$ cat config.mk
export PLATFORM = sky130hd
export DESIGN_NAME = memory_arbiter
export DESIGN_NICKNAME = d
export VERILOG_FILES = /design/src/rtl/memory_arbiter.sv
export SDC_FILE = /design/constraint.sdc
export NUM_CORES = 1
export LEC_CHECK = 0
export CELL_PAD_IN_SITES_DETAIL_PLACEMENT = 1
export CELL_PAD_IN_SITES_GLOBAL_PLACEMENT = 1
export CORE_UTILIZATION = 11
export CTS_CLUSTER_SIZE = 30
export DETAILED_ROUTE_END_ITERATION = 16
export GPL_ROUTABILITY_DRIVEN = 0
export GPL_TIMING_DRIVEN = 0
export PLACE_DENSITY_LB_ADDON = 0.1
export SYNTH_ARGS = -nofsm -noshare
export SYNTH_HDL_FRONTEND = slang
export SYNTH_SLANG_ARGS = --single-unit
$ cat constraint.sdc
create_clock -name CLK -period 2.74 [get_ports CLK]
set_input_delay 0.548 -clock CLK [delete_from_list [all_inputs] [get_ports CLK]]
set_output_delay 0.548 -clock CLK [all_outputs]
set_load 0.01 [all_outputs]
$ cat src/rtl/memory_arbiter.sv
// Arbitrates icache and dcache traffic onto one RAM port, dcache first.
// Define ARB_FAIRNESS_EN to bound icache starvation by STARVE_LIMIT.
module memory_arbiter #(
  parameter int STARVE_LIMIT = 4
) (
  input  logic        CLK,
  input  logic        nRST,
  input  logic        iREN,
  input  logic [31:0] iaddr,
  input  logic        dREN,
  input  logic        dWEN,
  input  logic [31:0] daddr,
  input  logic [31:0] dstore,
  input  logic [31:0] ramload,
  input  logic [1:0]  ramstate,
  output logic        iwait,
  output logic        dwait,
  output logic [31:0] iload,
  output logic [31:0] dload,
  output logic        ramREN,
  output logic        ramWEN,
  output logic [31:0] ramaddr,
  output logic [31:0] ramstore
);

  localparam logic [1:0] IDLE   = 2'd0;
  localparam logic [1:0] IGRANT = 2'd1;
  localparam logic [1:0] DGRANT = 2'd2;

  localparam logic [1:0] RS_ACCESS = 2'd2;
  localparam logic [1:0] RS_ERROR  = 2'd3;

  if (STARVE_LIMIT < 1 || STARVE_LIMIT > 15) begin : g_chk
    $error("STARVE_LIMIT must be in 1..15");
  end

  logic [1:0] state;
  logic [1:0] state_n;
  logic       dreq;
  logic       fin;
  logic       i_sel;

  assign dreq = dREN | dWEN;
  assign fin  = (ramstate == RS_ACCESS) || (ramstate == RS_ERROR);

`ifdef ARB_FAIRNESS_EN
  logic [3:0] starve_cnt;

  assign i_sel = iREN && (starve_cnt >= 4'(STARVE_LIMIT));

  always_ff @(posedge CLK or negedge nRST) begin
    if (!nRST) begin
      starve_cnt <= '0;
    end else if (!iREN) begin
      starve_cnt <= '0;
    end else if (state == IDLE && state_n == IGRANT) begin
      starve_cnt <= '0;
    end else if (state == IDLE && state_n == DGRANT
                 && starve_cnt != 4'hf) begin
      starve_cnt <= starve_cnt + 4'd1;
    end
  end
`else
  assign i_sel = 1'b0;
`endif

  always_comb begin
    state_n = state;
    unique case (state)
      IDLE: begin
        if (i_sel)
          state_n = IGRANT;
        else if (dreq)
          state_n = DGRANT;
        else if (iREN)
          state_n = IGRANT;
      end
      IGRANT: begin
        if (!iREN || fin)
          state_n = IDLE;
      end
      DGRANT: begin
        if (!dreq || fin)
          state_n = IDLE;
      end
      default: state_n = IDLE;
    endcase
  end

  always_ff @(posedge CLK or negedge nRST) begin
    if (!nRST)
      state <= IDLE;
    else
      state <= state_n;
  end

  // A requester that withdraws mid-grant never sees a completion.
  always_comb begin
    ramREN   = 1'b0;
    ramWEN   = 1'b0;
    ramaddr  = '0;
    ramstore = '0;
    iwait    = 1'b1;
    dwait    = 1'b1;
    iload    = '0;
    dload    = '0;
    unique case (state)
      IGRANT: begin
        ramREN  = 1'b1;
        ramaddr = iaddr;
        if (iREN && ramstate == RS_ACCESS) begin
          iwait = 1'b0;
          iload = ramload;
        end
      end
      DGRANT: begin
        ramaddr  = daddr;
        ramstore = dstore;
        ramWEN   = dWEN;
        ramREN   = dREN & ~dWEN;
        if (dreq && ramstate == RS_ACCESS) begin
          dwait = 1'b0;
          if (!dWEN)
            dload = ramload;
        end
      end
      default: ;
    endcase
  end

endmodule

==> results of run 1 <==
==> cell type report <==
class / count / area (um^2)
plain buffers: 20 / 177.7
clock buffers: 3 / 75.07
fillers: 1442 / 7719
inverters: 4 / 15.01
multi-input cells: 183 / 1245
flip-flops and latches: 2 / 50.05
well taps: 168 / 210.2
repair buffers: 268 / 2620
==> through the flow <==
stage / utilization [%] / instances
finish: 36.27 / 648
global route: 36.27 / 648
CTS: 35.84 / 648
detailed placement: 35.09 / 643
global placement: 35.09 / 643
floorplan: - / 209
==> repair_timing <==
item                                    in CTS  in global routing
endpoints found under the setup margin     127                 52
pin swaps                                    1                  0
gates cloned                                 1                  0
gates resized for setup                     90                 26
setup buffers                                1                  0
==> power by group through the flow <==
stage	Sequential (mW)	Clock (mW)	Combinational, mW
after detailed placement	0.0498	0	1.78
after global routing	0.0544	0.222	1.97
after floorplan	0.0460	0	0.800
after CTS	0.0497	0.219	1.81
after global placement	0.0495	0	1.76
final	0.0525	0.217	1.80
==> logic make-up after synthesis <==
group           count (synthesis)  share of synthesized area (%)
simple gates                  139                          63.49
compound gates                 40                          21.98
buf+inv                        24                          7.447
fa+ha+maj                       3                          2.725
flops                           2                          3.633
mux                             1                         0.7266
==> worst paths after layout <==
| check | start | endpoint | slack (ns) | depth (start not counted) |
|---|---|---|---|---|
| max | ramstate[0] | iwait | 0.06 | 6 |
| min | nRST | state[1] | 0.50 | 1 |
| max reg2reg | state[1] | state[1] | 1.14 | 6 |
| min reg2reg | state[1] | state[1] | 0.61 | 1 |
| max in group asynchronous | nRST | state[0] | 2.13 | 1 |
| min in group CLK | state[1] | state[1] | 0.61 | 1 |
==> layout by cell type (no fill, tap or decap), drive strengths merged <==
cell,netlist,final
o31ai,1,1
dlymetal6s2s,0,7
and2,97,97
o21a,2,2
ha,3,3
dlygate4sd2,0,63
nand2b,1,1
and2b,1,1
nand2,2,2
a22oi,32,32
a21oi,2,2
clkdlybuf4s50,0,196
nor4bb,1,1
a41oi,1,1
clkbuf,13,17
and3,1,1
dfrtp,2,2
mux2i,1,1
nor2b,32,32
nor3b,1,1
buf,7,8
o221a,1,1
nor2,3,3
inv,4,4
a221o,1,1
==> layer usage <==
metal  wire [um]  GRT usage, %
met5          13             0
met4          50         2.338
met3        1100         5.154
met2        4715         26.67
met1        3300         13.71
==> cell usage after synthesis <==
cell      instances
a41oi_1           1
inv_1             4
buf_1             2
dfrtp_1           2
a21oi_1           2
nor4bb_1          1
ha_1              3
clkbuf_1          8
and2b_1           1
buf_2             5
nor2_1            3
nor3b_4           1
clkbuf_2          5
and3_1            1
a22oi_1          32
nand2_1           2
o221a_2           1
and2_1           97
a221o_1           1
nor2b_1          32
nand2b_1          1
o21a_1            2
o31ai_1           1
mux2i_1           1
==> metrics, run 1 <==
GRT Total Usage 13.61%; Net Count, Synth 347; worst setup margin 0.06493 ns; number of CTS-inserted buffers 3; clock power share 10.5%; post-route cell area 0.004393 mm^2; CTS tree yes; CP bufs+invs 4; placement row count 40; clk slew on worst S/H paths 0.03 ns; CTS Hold Bufs 0; H-tree depth 1; Worst-Margin Slew 0.3034 ns; CP required 2.19 ns; leakage 2.048 nW; final period utilization 97.63%; yosys warns 0; Area contributors post-synth and2_1 44%, a22oi_1 17%, nor2b_1 15%; Biggest register state; ant diodes 0; Clock Tree Root clkbuf_16; Yosys reg bits 2; Top Ports 267; starting density of the core 11.37%; Worst IR Drop VDD 0.2069 mV; Pwr Density 470.8 mW/mm^2; fin crit period 2.675 ns; critical path, cell by cell clkdlybuf4s50_1 -> and2b_1 -> and3_4 -> buf_6 -> inv_1 -> clkdlybuf4s50_1; dpl hpwl 7917 um; Psw 0.7929 mW; wirelength, routed 9180 um; Hold Crit Class input pin to asynchronous set/reset pin; Yosys cell types 24; crit-path leading delay family buffers and inverters; total power 2.068 mW; core area 0.01211 mm^2; syn_area_per_cell 6.591 um^2; top cell type's share of synthesized area 44.05%; top flop regs state x2; Detailed Route Iter0 Violations 32; Die Ht 113.9 um; Nets 620; worst stage delay on the critical path 0.52 ns; area grow syn2layout 218.9%; count of port buffers added during placement 266; average wire per standard cell 14.17 um; max-cap viol count 0; worst-path fanout max 10; Worst-Skew Late Latency 0.22 ns; Critical Path AT 2.13 ns; Crit. End Element output port; crit path launch type input pin; Hold Worst Slack 0.4957 ns; first-pass GRT wire length 13930 um; Fmax 373.8 MHz; Synth Instances 209; placed cell areas 0.004250 mm^2; via count 2537; Critical-path top delay cell clkdlybuf4s50_1; status complete, no violations; DR vias/cell 3.915; Most common cell on crit path clkdlybuf4s50_1; post-route ant nets 0; Int Power 1.276 mW; sw frac 38.33%; die width 113.9 um; Slew HR 79.71%; Comb power frac 87.0%; unrepaired setup endpoints after global routing no; Post-Route Skew 0.00009225 ns; top cell type by total area after synthesis and2_1; setup violators final 0; Post-route DRC 0; die area 0.01297 mm^2; Crit Path Category input pin to output port; dpl ws -0.4226 ns; DRT Pass-1 Iters 4; setup TNS 0 ns; max reg flops 2; synthesized cell area 0.001378 mm^2; share of the yosys chip area belonging to registers 3.633%; max-slew violation count 0; antenna violations before repair 1; clock sink total 2; Fin. Hold Viols 0; share of cells above drive strength 1 6.458%; vias in the first global route 2680; largest net degree at the start of global routing 11; grt ovf 0; Clock Path Buffers 2; Flop pwr share 2.5%
(Power assumes the default switching activity.)
==> inputs of run 2 (changes only) <==
--- a/config.mk
+++ b/config.mk
@@ -12,7 +12,7 @@
 export DETAILED_ROUTE_END_ITERATION = 16
 export GPL_ROUTABILITY_DRIVEN = 0
 export GPL_TIMING_DRIVEN = 0
-export PLACE_DENSITY_LB_ADDON = 0.1
+export PLACE_DENSITY = 0.83
 export SYNTH_ARGS = -nofsm -noshare
 export SYNTH_HDL_FRONTEND = slang
 export SYNTH_SLANG_ARGS = --single-unit
==> metrics, run 2 (synthesis results as in run 1) <==
status complete, no violations; Crit. End Element output port; # placed instances 643; Fin. Hold Viols 0; final period utilization 97.34%; Clock Path Buffers 2; Biggest register state; max reg flops 2; DR vias/cell 3.992; Top Ports 267; clk slew on worst S/H paths 0.03 ns; total power 2.099 mW; Post-route DRC 0; max-cap viol count 0; GRT Total Usage 13.75%; Pwr Density 474.1 mW/mm^2; CP required 2.19 ns; Worst-Margin Slew 0.3390 ns; die width 113.9 um; CTS tree yes; commonest non-fill, non-tap cell in the layout clkdlybuf4s50_1; largest net degree at the start of global routing 11; worst-path fanout max 10; top flop regs state x2; dpl ws -0.4431 ns; most frequent cells in the layout 192 x clkdlybuf4s50_1, 97 x and2_1, 63 x dlygate4sd2_1, 32 x a22oi_1, 32 x nor2b_1; DRT Pass-1 Iters 4; Worst-Skew Late Latency 0.22 ns; average wire per standard cell 14.66 um; Hold Crit Class input pin to asynchronous set/reset pin; starting density of the core 11.37%; r2r setup slk 1.14 ns; leakage 2.050 nW; fin crit period 2.667 ns; core area 0.01211 mm^2; post-route ant nets 0; die area 0.01297 mm^2; share of cells above drive strength 1 7.438%; Slew HR 77.33%; Critical Path AT 2.12 ns; area grow syn2layout 221.3%; crit path launch type input pin; Layout Cells excl Fill 652; number of CTS-inserted buffers 3; worst setup margin 0.07298 ns; placement row count 40; Detailed Route Iter0 Violations 40; vias in the first global route 2786; Hold Worst Slack 0.4887 ns; CTS Hold Bufs 0; ant diodes 0; setup violators final 0; Clock Tree Root clkbuf_16; unrepaired setup endpoints after global routing yes; grt ovf 0; H-tree depth 1; antenna violations before repair 0; Post-Route Skew 0.001934 ns; Die Ht 113.9 um; Worst IR Drop VDD 0.2735 mV; wirelength, routed 9556 um; Nets 624; Crit Path Category input pin to output port; clock sink total 2; via count 2603; first-pass GRT wire length 14180 um; dpl hpwl 8181 um; count of port buffers added during placement 266; fin util 36.55%; Fmax 375.0 MHz; max-slew violation count 0
## run 2: changes by cell type in the layout (fill, tap and decap cells not counted), sizes merged
cell           previous run  this run
buf                       8        13
clkdlybuf4s15             0         5
clkdlybuf4s50           196       192
clkbuf                   17        16
dlymetal6s2s              7         6
## run 2: cell type report
| cell class | instances | area, um^2 |
|---|---|---|
| Timing Repair Buffer | 272 | 2648 |
| Sequential cell | 2 | 50.05 |
| Fill cell | 1468 | 7685 |
| Tap cell | 168 | 210.2 |
| Clock buffer | 3 | 75.07 |
| Multi-Input combinational cell | 183 | 1249 |
| Inverter | 4 | 15.01 |
| Buffer | 20 | 180.2 |
## run 2: worst paths after layout
check / startpoint / to / cells past startpoint
min in group CLK: state[1] / state[1] / 1
max in group asynchronous: nRST / state[1] / 1
worst min register to register: state[1] / state[1] / 1
worst max register to register: state[1] / state[1] / 6
worst min-delay path: nRST / state[0] / 1
worst max-delay path: ramstate[0] / iload[23] / 7
## run 2: power by group
part / internal (mW) / switching, mW
sequential: 0.0399 / 0.0132
clock: 0.186 / 0.0362
combinational: 1.06 / 0.767
## run 2: worst max-delay path: stages
cell,delay [ns]
clkdlybuf4s50_1,0.46
and2b_2,0.23
and3_4,0.21
buf_4,0.13
buf_6,0.12
and2_1,0.15
dlygate4sd2_1,0.27
## run 2: stage by stage
stage	TNS (ns)	area (um^2)
CTS	-0.0005105	4380
global route	-0.006235	4427
floorplan	0	1378
detailed placement	-22.76	4250
finish	0	4427
global placement	-21.59	4250
## run 2: layer usage
metal	GRT usage (%)	wire (um)
met4	2.251	59
met3	3.082	841
met2	29.39	5380
met5	0	0
met1	13.23	3275
## run 2: repair_timing
item | in CTS | in global routing
endpoints found under the setup margin | 129 | 27
cloned | 1 | 0
gates resized for setup | 102 | 23
buffers inserted | 5 | 0
